===== config.mk =====
export PLATFORM = sky130hd
export DESIGN_NAME = mem_stage
export DESIGN_NICKNAME = d
export VERILOG_FILES = /design/src/rtl/mem_stage.sv
export SDC_FILE = /design/constraint.sdc
export NUM_CORES = 1
export LEC_CHECK = 0
export ABC_AREA = 1
export BUFFER_PORTS_ARGS = -buffer_cell sky130_fd_sc_hd__buf_2
export CAP_MARGIN = 15
export CELL_PAD_IN_SITES_DETAIL_PLACEMENT = 0
export CELL_PAD_IN_SITES_GLOBAL_PLACEMENT = 1
export CORE_MARGIN = 1.5
export CORE_UTILIZATION = 40
export DETAILED_ROUTE_END_ITERATION = 8
export GPL_TIMING_DRIVEN = 0
export PLACE_DENSITY = 0.95
export SLEW_MARGIN = 10
export SYNTH_ARGS = -nofsm -noshare
export SYNTH_HDL_FRONTEND = slang
export SYNTH_SLANG_ARGS = --single-unit

===== constraint.sdc =====
create_clock -name clk -period 8.8 [get_ports clk]
set_clock_uncertainty 0.2 [all_clocks]
set_input_delay 1.76 -clock clk [delete_from_list [all_inputs] [get_ports clk]]
set_output_delay 1.76 -clock clk [all_outputs]
set_load 0.05 [all_outputs]

===== src/rtl/mem_stage.sv =====
// LC-3b pipeline memory stage: EX/MEM latch, data-cache access FSM (incl. LDI/STI), MEM/WB latch.
// Optional result forwarding enabled by defining MEM_STAGE_FORWARD_EN.

package lc3b_pkg;
  typedef struct packed {
    logic mem_read;
    logic mem_write;
    logic mem_byte;
    logic mem_indirect;
    logic load_regfile;
  } lc3b_control;
endpackage

module mem_stage
  import lc3b_pkg::*;
#(
  parameter int unsigned width = 16
) (
  input  logic              clk,
  input  logic              reset,
  input  logic              ex_valid,
  input  logic [width-1:0]  ex_alu_out,
  input  logic [width-1:0]  ex_ir,
  input  logic [width-1:0]  ex_pc,
  input  lc3b_control       ex_control,
  input  logic [width-1:0]  ex_store_data,
  input  logic              flush,
  output logic              stall_out,
  output logic [width-1:0]  dmem_address,
  output logic              dmem_read,
  output logic              dmem_write,
  output logic [1:0]        dmem_byte_enable,
  output logic [width-1:0]  dmem_wdata,
  input  logic [width-1:0]  dmem_rdata,
  input  logic              dmem_resp,
  output logic              wb_valid,
  output logic [width-1:0]  wb_alu_out,
  output logic [width-1:0]  wb_mem_data,
  output logic [width-1:0]  wb_ir,
  output logic [width-1:0]  wb_pc,
  output lc3b_control       wb_control,
  output logic              fwd_valid,
  output logic [2:0]        fwd_reg,
  output logic [width-1:0]  fwd_data
);

  typedef enum logic [1:0] {IDLE, ACCESS1, ACCESS2} state_t;

  state_t            state, state_next;
  logic              s_valid;
  logic [width-1:0]  s_alu_out, s_ir, s_pc, s_store_data;
  lc3b_control       s_control;
  logic [width-1:1]  ptr;
  logic [width-1:0]  load_data;
  logic              take_mem;
  logic              byte_op;
  state_t            capture_state;

  assign take_mem      = ex_valid & ~flush & (ex_control.mem_read | ex_control.mem_write);
  assign capture_state = take_mem ? ACCESS1 : IDLE;
  // Indirect pointer fetches are always word accesses
  assign byte_op       = s_control.mem_byte & ~s_control.mem_indirect;

  always_ff @(posedge clk or posedge reset) begin
    if (reset) state <= IDLE;
    else       state <= state_next;
  end

  // Next state and cache request; requests are held until dmem_resp
  always_comb begin
    state_next       = state;
    stall_out        = 1'b0;
    dmem_address     = '0;
    dmem_read        = 1'b0;
    dmem_write       = 1'b0;
    dmem_byte_enable = 2'b11;
    dmem_wdata       = s_store_data;
    load_data        = dmem_rdata;
    case (state)
      IDLE: state_next = capture_state;
      ACCESS1: begin
        dmem_address = byte_op ? s_alu_out : {s_alu_out[width-1:1], 1'b0};
        dmem_read    = s_control.mem_read | s_control.mem_indirect;
        dmem_write   = s_control.mem_write & ~s_control.mem_indirect;
        if (byte_op) begin
          dmem_byte_enable = s_alu_out[0] ? 2'b10 : 2'b01;
          dmem_wdata       = {s_store_data[7:0], s_store_data[7:0]};
          load_data        = {8'h00, s_alu_out[0] ? dmem_rdata[15:8] : dmem_rdata[7:0]};
        end
        stall_out = ~(dmem_resp & ~s_control.mem_indirect);
        if (dmem_resp) state_next = s_control.mem_indirect ? ACCESS2 : capture_state;
      end
      ACCESS2: begin
        dmem_address = {ptr, 1'b0};
        dmem_read    = s_control.mem_read;
        dmem_write   = s_control.mem_write;
        stall_out    = ~dmem_resp;
        if (dmem_resp) state_next = capture_state;
      end
      default: state_next = IDLE;
    endcase
  end

  // EX/MEM capture, indirect pointer and MEM/WB update
  always_ff @(posedge clk or posedge reset) begin
    if (reset) begin
      s_valid      <= 1'b0;
      s_alu_out    <= '0;
      s_ir         <= '0;
      s_pc         <= '0;
      s_store_data <= '0;
      s_control    <= '0;
      ptr          <= '0;
      wb_valid     <= 1'b0;
      wb_alu_out   <= '0;
      wb_mem_data  <= '0;
      wb_ir        <= '0;
      wb_pc        <= '0;
      wb_control   <= '0;
    end else begin
      if (!stall_out) begin
        s_valid      <= ex_valid & ~flush;
        s_alu_out    <= ex_alu_out;
        s_ir         <= ex_ir;
        s_pc         <= ex_pc;
        s_store_data <= ex_store_data;
        s_control    <= ex_control;
      end
      if (state == ACCESS1 && dmem_resp && s_control.mem_indirect)
        ptr <= dmem_rdata[width-1:1];
      if (state == IDLE || !stall_out) begin
        wb_valid   <= (state == IDLE) ? s_valid : 1'b1;
        wb_alu_out <= s_alu_out;
        wb_ir      <= s_ir;
        wb_pc      <= s_pc;
        wb_control <= s_control;
        if (state != IDLE) wb_mem_data <= load_data;
      end else begin
        wb_valid <= 1'b0;
      end
    end
  end

`ifdef MEM_STAGE_FORWARD_EN
  logic s_memop;
  assign s_memop = s_control.mem_read | s_control.mem_write;

  // S has priority over W as the younger result
  always_comb begin
    fwd_valid = 1'b0;
    fwd_reg   = '0;
    fwd_data  = '0;
    if (s_valid && !s_memop && s_control.load_regfile) begin
      fwd_valid = 1'b1;
      fwd_reg   = s_ir[11:9];
      fwd_data  = s_alu_out;
    end else if (wb_valid && wb_control.load_regfile) begin
      fwd_valid = 1'b1;
      fwd_reg   = wb_ir[11:9];
      fwd_data  = wb_control.mem_read ? wb_mem_data : wb_alu_out;
    end
  end
`else
  assign fwd_valid = 1'b0;
  assign fwd_reg   = '0;
  assign fwd_data  = '0;
`endif

endmodule


Word-level counts from Yosys, hierarchy flattened
Index checks and enable logic that the tools add are counted.
{"block": "word_totals", "rom_bits": 0, "latch_bits": 0, "ff_bits": 157, "word_cells": 65, "output_inout_bits": 127, "input_bits": 90, "ram_bits": 0, "n_memories": 0}
{"block": "op_classes", "n_reduce_logical": 8, "div": 0, "order_cmp": 0, "eq_ne": 4, "n_mux": 20, "shift": 0, "bitwise": 11, "n_addsub": 0, "n_mul": 0}
{"op": "2-to-1 mux 16 bit", "count": 4}
{"op": "case mux 16 bit (2 select lines)", "count": 1}
{"op": "2-to-1 mux 2 bit", "count": 6}
{"op": "2-to-1 mux 8 bit", "count": 1}
{"op": "case mux 1 bit (2 select lines)", "count": 3}
{"op": "case mux 2 bit (3 select lines)", "count": 1}
{"op": "AND 1 bit", "count": 5}
{"op": "2-to-1 mux 1 bit", "count": 4}
{"op": "inequality test 2 bit (second input constant)", "count": 2}
{"op": "inverter 1 bit", "count": 4}
{"op": "AND reduction 2 bit", "count": 2}
{"op": "== test 2 x 1 -> 1 bit (second input constant)", "count": 1}
{"op": "== test 2 bit (second input constant)", "count": 1}
{"op": "logical AND 1 bit", "count": 2}
{"op": "logical NOT 2 bit", "count": 1}
{"op": "OR 1 bit", "count": 2}
{"op": "nonzero test 2 bit", "count": 1}
{"op": "logical NOT 1 bit", "count": 1}
{"op": "logical OR 1 bit", "count": 1}

Depth between registers and ports, before layout
{"block": "logic_depth", "depth_word": 7, "ltp_mapped": 10, "mapped_depth_nobuf": 8}

Worst setup path after synthesis
Ideal clock, no wire load.
{"block": "synth_path", "path_kind": "input-to-output", "start": "input dmem_resp", "end": "output stall_out", "path_buffers": 1, "required_time_ns": 6.840, "setup_slack_ns": 4.306, "arrival_time_ns": 2.534, "cell_stages": 6, "path_cell_list": "inv_1 -> nand2_1 -> nand3_2 -> nand2_2 -> inv_2 -> buf_2"}
{"block": "synth_between", "elab_chain_len": 3, "word_cells_on_any_way": 4, "classes_between": "1 x mux; 3 x bitwise"}
{"element": "start, declared", "line": "35", "rtl": "input logic dmem_resp,"}
{"element": "AND 1 bit", "line": "90", "rtl": "stall_out = ~(dmem_resp & ~s_control.mem_indirect);"}
{"element": "inverter 1 bit", "line": "90"}
{"element": "case mux 1 bit (2 select lines) *", "line": "79", "rtl": "case (state)"}
{"element": "end, declared", "line": "28", "rtl": "output logic stall_out,"}
Every way passes the cells marked *; elsewhere a longest branch is shown, timed or not.

Final worst setup path
Ends and elaborated chain as after synthesis.

==> flow_summary.json <==
{
  "ioPinCount": 217,
  "die_w_um": 133,
  "post_drt_wl_per_cell_um": 13.9,
  "ys_types": 26,
  "grtUsageTotal_pct": 20.8,
  "hold_path_depth": 2,
  "synth-edff-count": 0,
  "status": "finished clean",
  "slowest_stage": "buf_2",
  "grt_max_degree": 103,
  "ir_drop_mv": 0.137,
  "rr_endpoint": "s_alu_out[14]",
  "core_area_sq_um": 16500,
  "dp.final_hpwl_mm": 12.7,
  "slew_violations": 0,
  "ys_warn_count": 0,
  "critPathArrivalTime_ns": 3.13,
  "p_per_area_nw_per_um2": 242,
  "grt_pass1_wl_mm": 28.6,
  "drv_cap": 0,
  "fp.dieH_um": 133,
  "synth-seq-cells": 157,
  "async_flop_share_pct": 100,
  "cts.sinks": 157,
  "clk_latency_ns": 0.43,
  "synth_most_common_cell": "nand2_1",
  "ctsHoldBuffers": 0,
  "synthesis.area_sq_um": 6740,
  "period_needed_ns": 5.09,
  "gp_congestion": 0.838,
  "p_leak_uw": 0.00489,
  "min_from": "wb_ir[8]",
  "slowest_delay_ns": 0.30,
  "critical_path.top_delay_family": "buffers and inverters",
  "synth_flop_cell": "dfrtp_1",
  "setup_tns_ns": 0,
  "synth.yosys.seq_area_share_pct": 58.3,
  "die_area_sq_um": 17600,
  "antenna_found_initial": 1,
  "cts_tree": "built",
  "hp-class": "flop to flop",
  "r2r_start": "state[0]",
  "antenna_left": 0,
  "crit_required_ns": 6.84,
  "fmax_ghz": 0.197,
  "post-place-ws_ns": 3.68,
  "timing.final.ws_setup_ns": 3.71,
  "tightest_slew_ns": 0.586,
  "crit_type": "input pin to output pin",
  "finalSetupViolCount": 0,
  "postSynthCellCount": 796,
  "rows": 47,
  "syn_avg_cell_area_sq_um": 8.47,
  "grt-ovfl-total": 0,
  "fillers": 1566,
  "final_util_pct": 52.9,
  "area_growth_pct": 29.7,
  "dr.pass1.iters": 4,
  "initial_utilization_pct": 40.8,
  "vias": 5739,
  "synth_top_cells_by_count": "nand2_1 (456), dfrtp_1 (157), o21ai_0 (36)",
  "final_min_period_over_clock_period_pct": 57.8,
  "hold_path_end": "wb_ir[8]",
  "regToRegSetupSlack_ns": 6.68,
  "slew_headroom_pct": 60.9,
  "cts.clk_slew.worst_paths_ns": 0.06,
  "rsz0062_at_grt": "false",
  "totalWireLength_mm": 17.6,
  "path_common_cell": "buf_2",
  "cts_root_buf": "clkbuf_16",
  "numPortBuffers": 196,
  "critical_path_buf_inv_count": 5,
  "cts-buffers-inserted": 17,
  "htreeDepth": 4,
  "regArea_sq_um": 3930,
  "vias_per_cell": 4.54,
  "clk_path_buf_depth": 2,
  "hold_violations": 0,
  "grt_pass1_vias": 5605,
  "multi_input_area_sq_um": 2360,
  "drt_iter0_drc": 289,
  "startpoint_type": "input pin",
  "cts_resized": 0,
  "cp_max_fo": 10,
  "drive_gt1_share_pct": 28.6,
  "worstSetupEndpointType": "output pin",
  "rr_worst_depth": 10,
  "synthTopCellsByArea": "dfrtp_1 (58%), nand2_1 (25%), buf_4 (3.7%)",
  "drc": 0,
  "cp_cell_sequence": "buf_2 > inv_1 > nand2_1 > nand3_2 > nand2_2 > inv_2 > buf_2 > buf_2",
  "total_power_uw": 2110,
  "postCtsSetupRepairBufs": 0,
  "synth_top_area_cell": "dfrtp_1",
  "synth_top_area_share_pct": 58.3,
  "fin_nets": 1125
}
-- stage by stage --
step	std cells	hold slack [ns]	cell area (sq um)
final	1265	0.264	8740
after global routing	1264	0.288	8740
after CTS	1264	0.270	8740
after detailed placement	1232	0.254	8100
after global placement	1231	0.248	8070
after floorplan	815	0.242	6810
-- layout make-up --
| cell class | count | share of cell area, % |
|---|---|---|
| repair buffers | 197 | 11.5 |
| plain buffers | 65 | 4.75 |
| flip-flops and latches | 157 | 44.9 |
| clock inverters | 10 | 1.85 |
| diodes | 1 | 0.0286 |
| well taps | 220 | 3.15 |
| inverters | 28 | 1.29 |
| multi-input cells | 565 | 27.0 |
| clock buffers | 22 | 5.43 |
-- worst max path at each step --
| stage | start | end | slack (ns) | depth (start not counted) |
|---|---|---|---|---|
| after CTS | dmem_resp | stall_out | 3.68 | 8 |
| after detailed placement | dmem_resp | stall_out | 3.68 | 8 |
| after global routing | dmem_resp | stall_out | 3.57 | 8 |
| final | dmem_resp | stall_out | 3.71 | 8 |
| after global placement | reset | wb_mem_data[3] | 0.71 | 2 |
| after floorplan | reset | ptr[10] | 2.61 | 1 |
-- cell usage in the layout, fill, tap and decap left out, types with 2 or more instances in the layout --
| cell type | netlist | final |
|---|---|---|
| inv_2 | 2 | 2 |
| nor2_1 | 2 | 2 |
| nand2_2 | 2 | 2 |
| buf_4 | 33 | 33 |
| o21ai_0 | 36 | 36 |
| bufinv_16 | 0 | 4 |
| o21ai_1 | 2 | 2 |
| clkinvlp_4 | 0 | 3 |
| nand3_1 | 3 | 3 |
| a21oi_1 | 18 | 18 |
| buf_6 | 3 | 3 |
| nand2_1 | 456 | 456 |
| clkbuf_8 | 0 | 3 |
| buf_2 | 19 | 215 |
| clkbuf_16 | 0 | 17 |
| clkbuf_1 | 9 | 11 |
| nand3b_1 | 8 | 8 |
| mux2_2 | 7 | 7 |
| ha_1 | 4 | 4 |
| dfrtp_1 | 157 | 157 |
| clkinv_2 | 0 | 2 |
| nor3_1 | 2 | 2 |
| conb_1 | 1 | 20 |
| inv_1 | 25 | 24 |
-- where the power goes --
group | internal (uW) | switching [uW]
Sequential | 815 | 53.4
Combinational | 117 | 337
Clock | 497 | 292
-- routing by layer --
metal  global-route usage, %  part of all wire, %
met1                    27.4                   45
met2                    33.1                   48
met5                       0                    0
met3                    5.25                  5.7
met4                    8.30                  2.0
-- flip-flops by register name, indices dropped and copies added (netlist names) --
register	count
s_alu_out	16
ptr	15
wb_valid	1
s_control	5
state	2
wb_ir	16
s_valid	1
wb_pc	16
wb_control	5
wb_mem_data	16
s_ir	16
s_store_data	16
wb_alu_out	16
s_pc	16
-- cells by family (layout without fill, tap and decap cells) --
family                   Yosys count  after routing  share of synthesized area [%]
adder cells (fa/ha/maj)            4              4                          0.743
multiplexers                       7              7                           1.17
other                              1             21                         0.0556
buffers and inverters             93            322                           7.72
AO/OA/AOI/OAI                     56             56                           4.16
flip-flops                       157            157                           58.3
AND/OR/NAND/NOR                  478            478                           27.9
-- worst reg2reg max path, stage by stage (launching register included) --
cell	delay [ns]
dfrtp_1	0.40
inv_1	0.12
ha_1	0.17
buf_6	0.13
nand2_1	0.07
nand3_2	0.11
nand2_2	0.19
inv_2	0.23
buf_2	0.30
nand2_1	0.09
nand2_1	0.06
(Power assumes the default switching activity.)
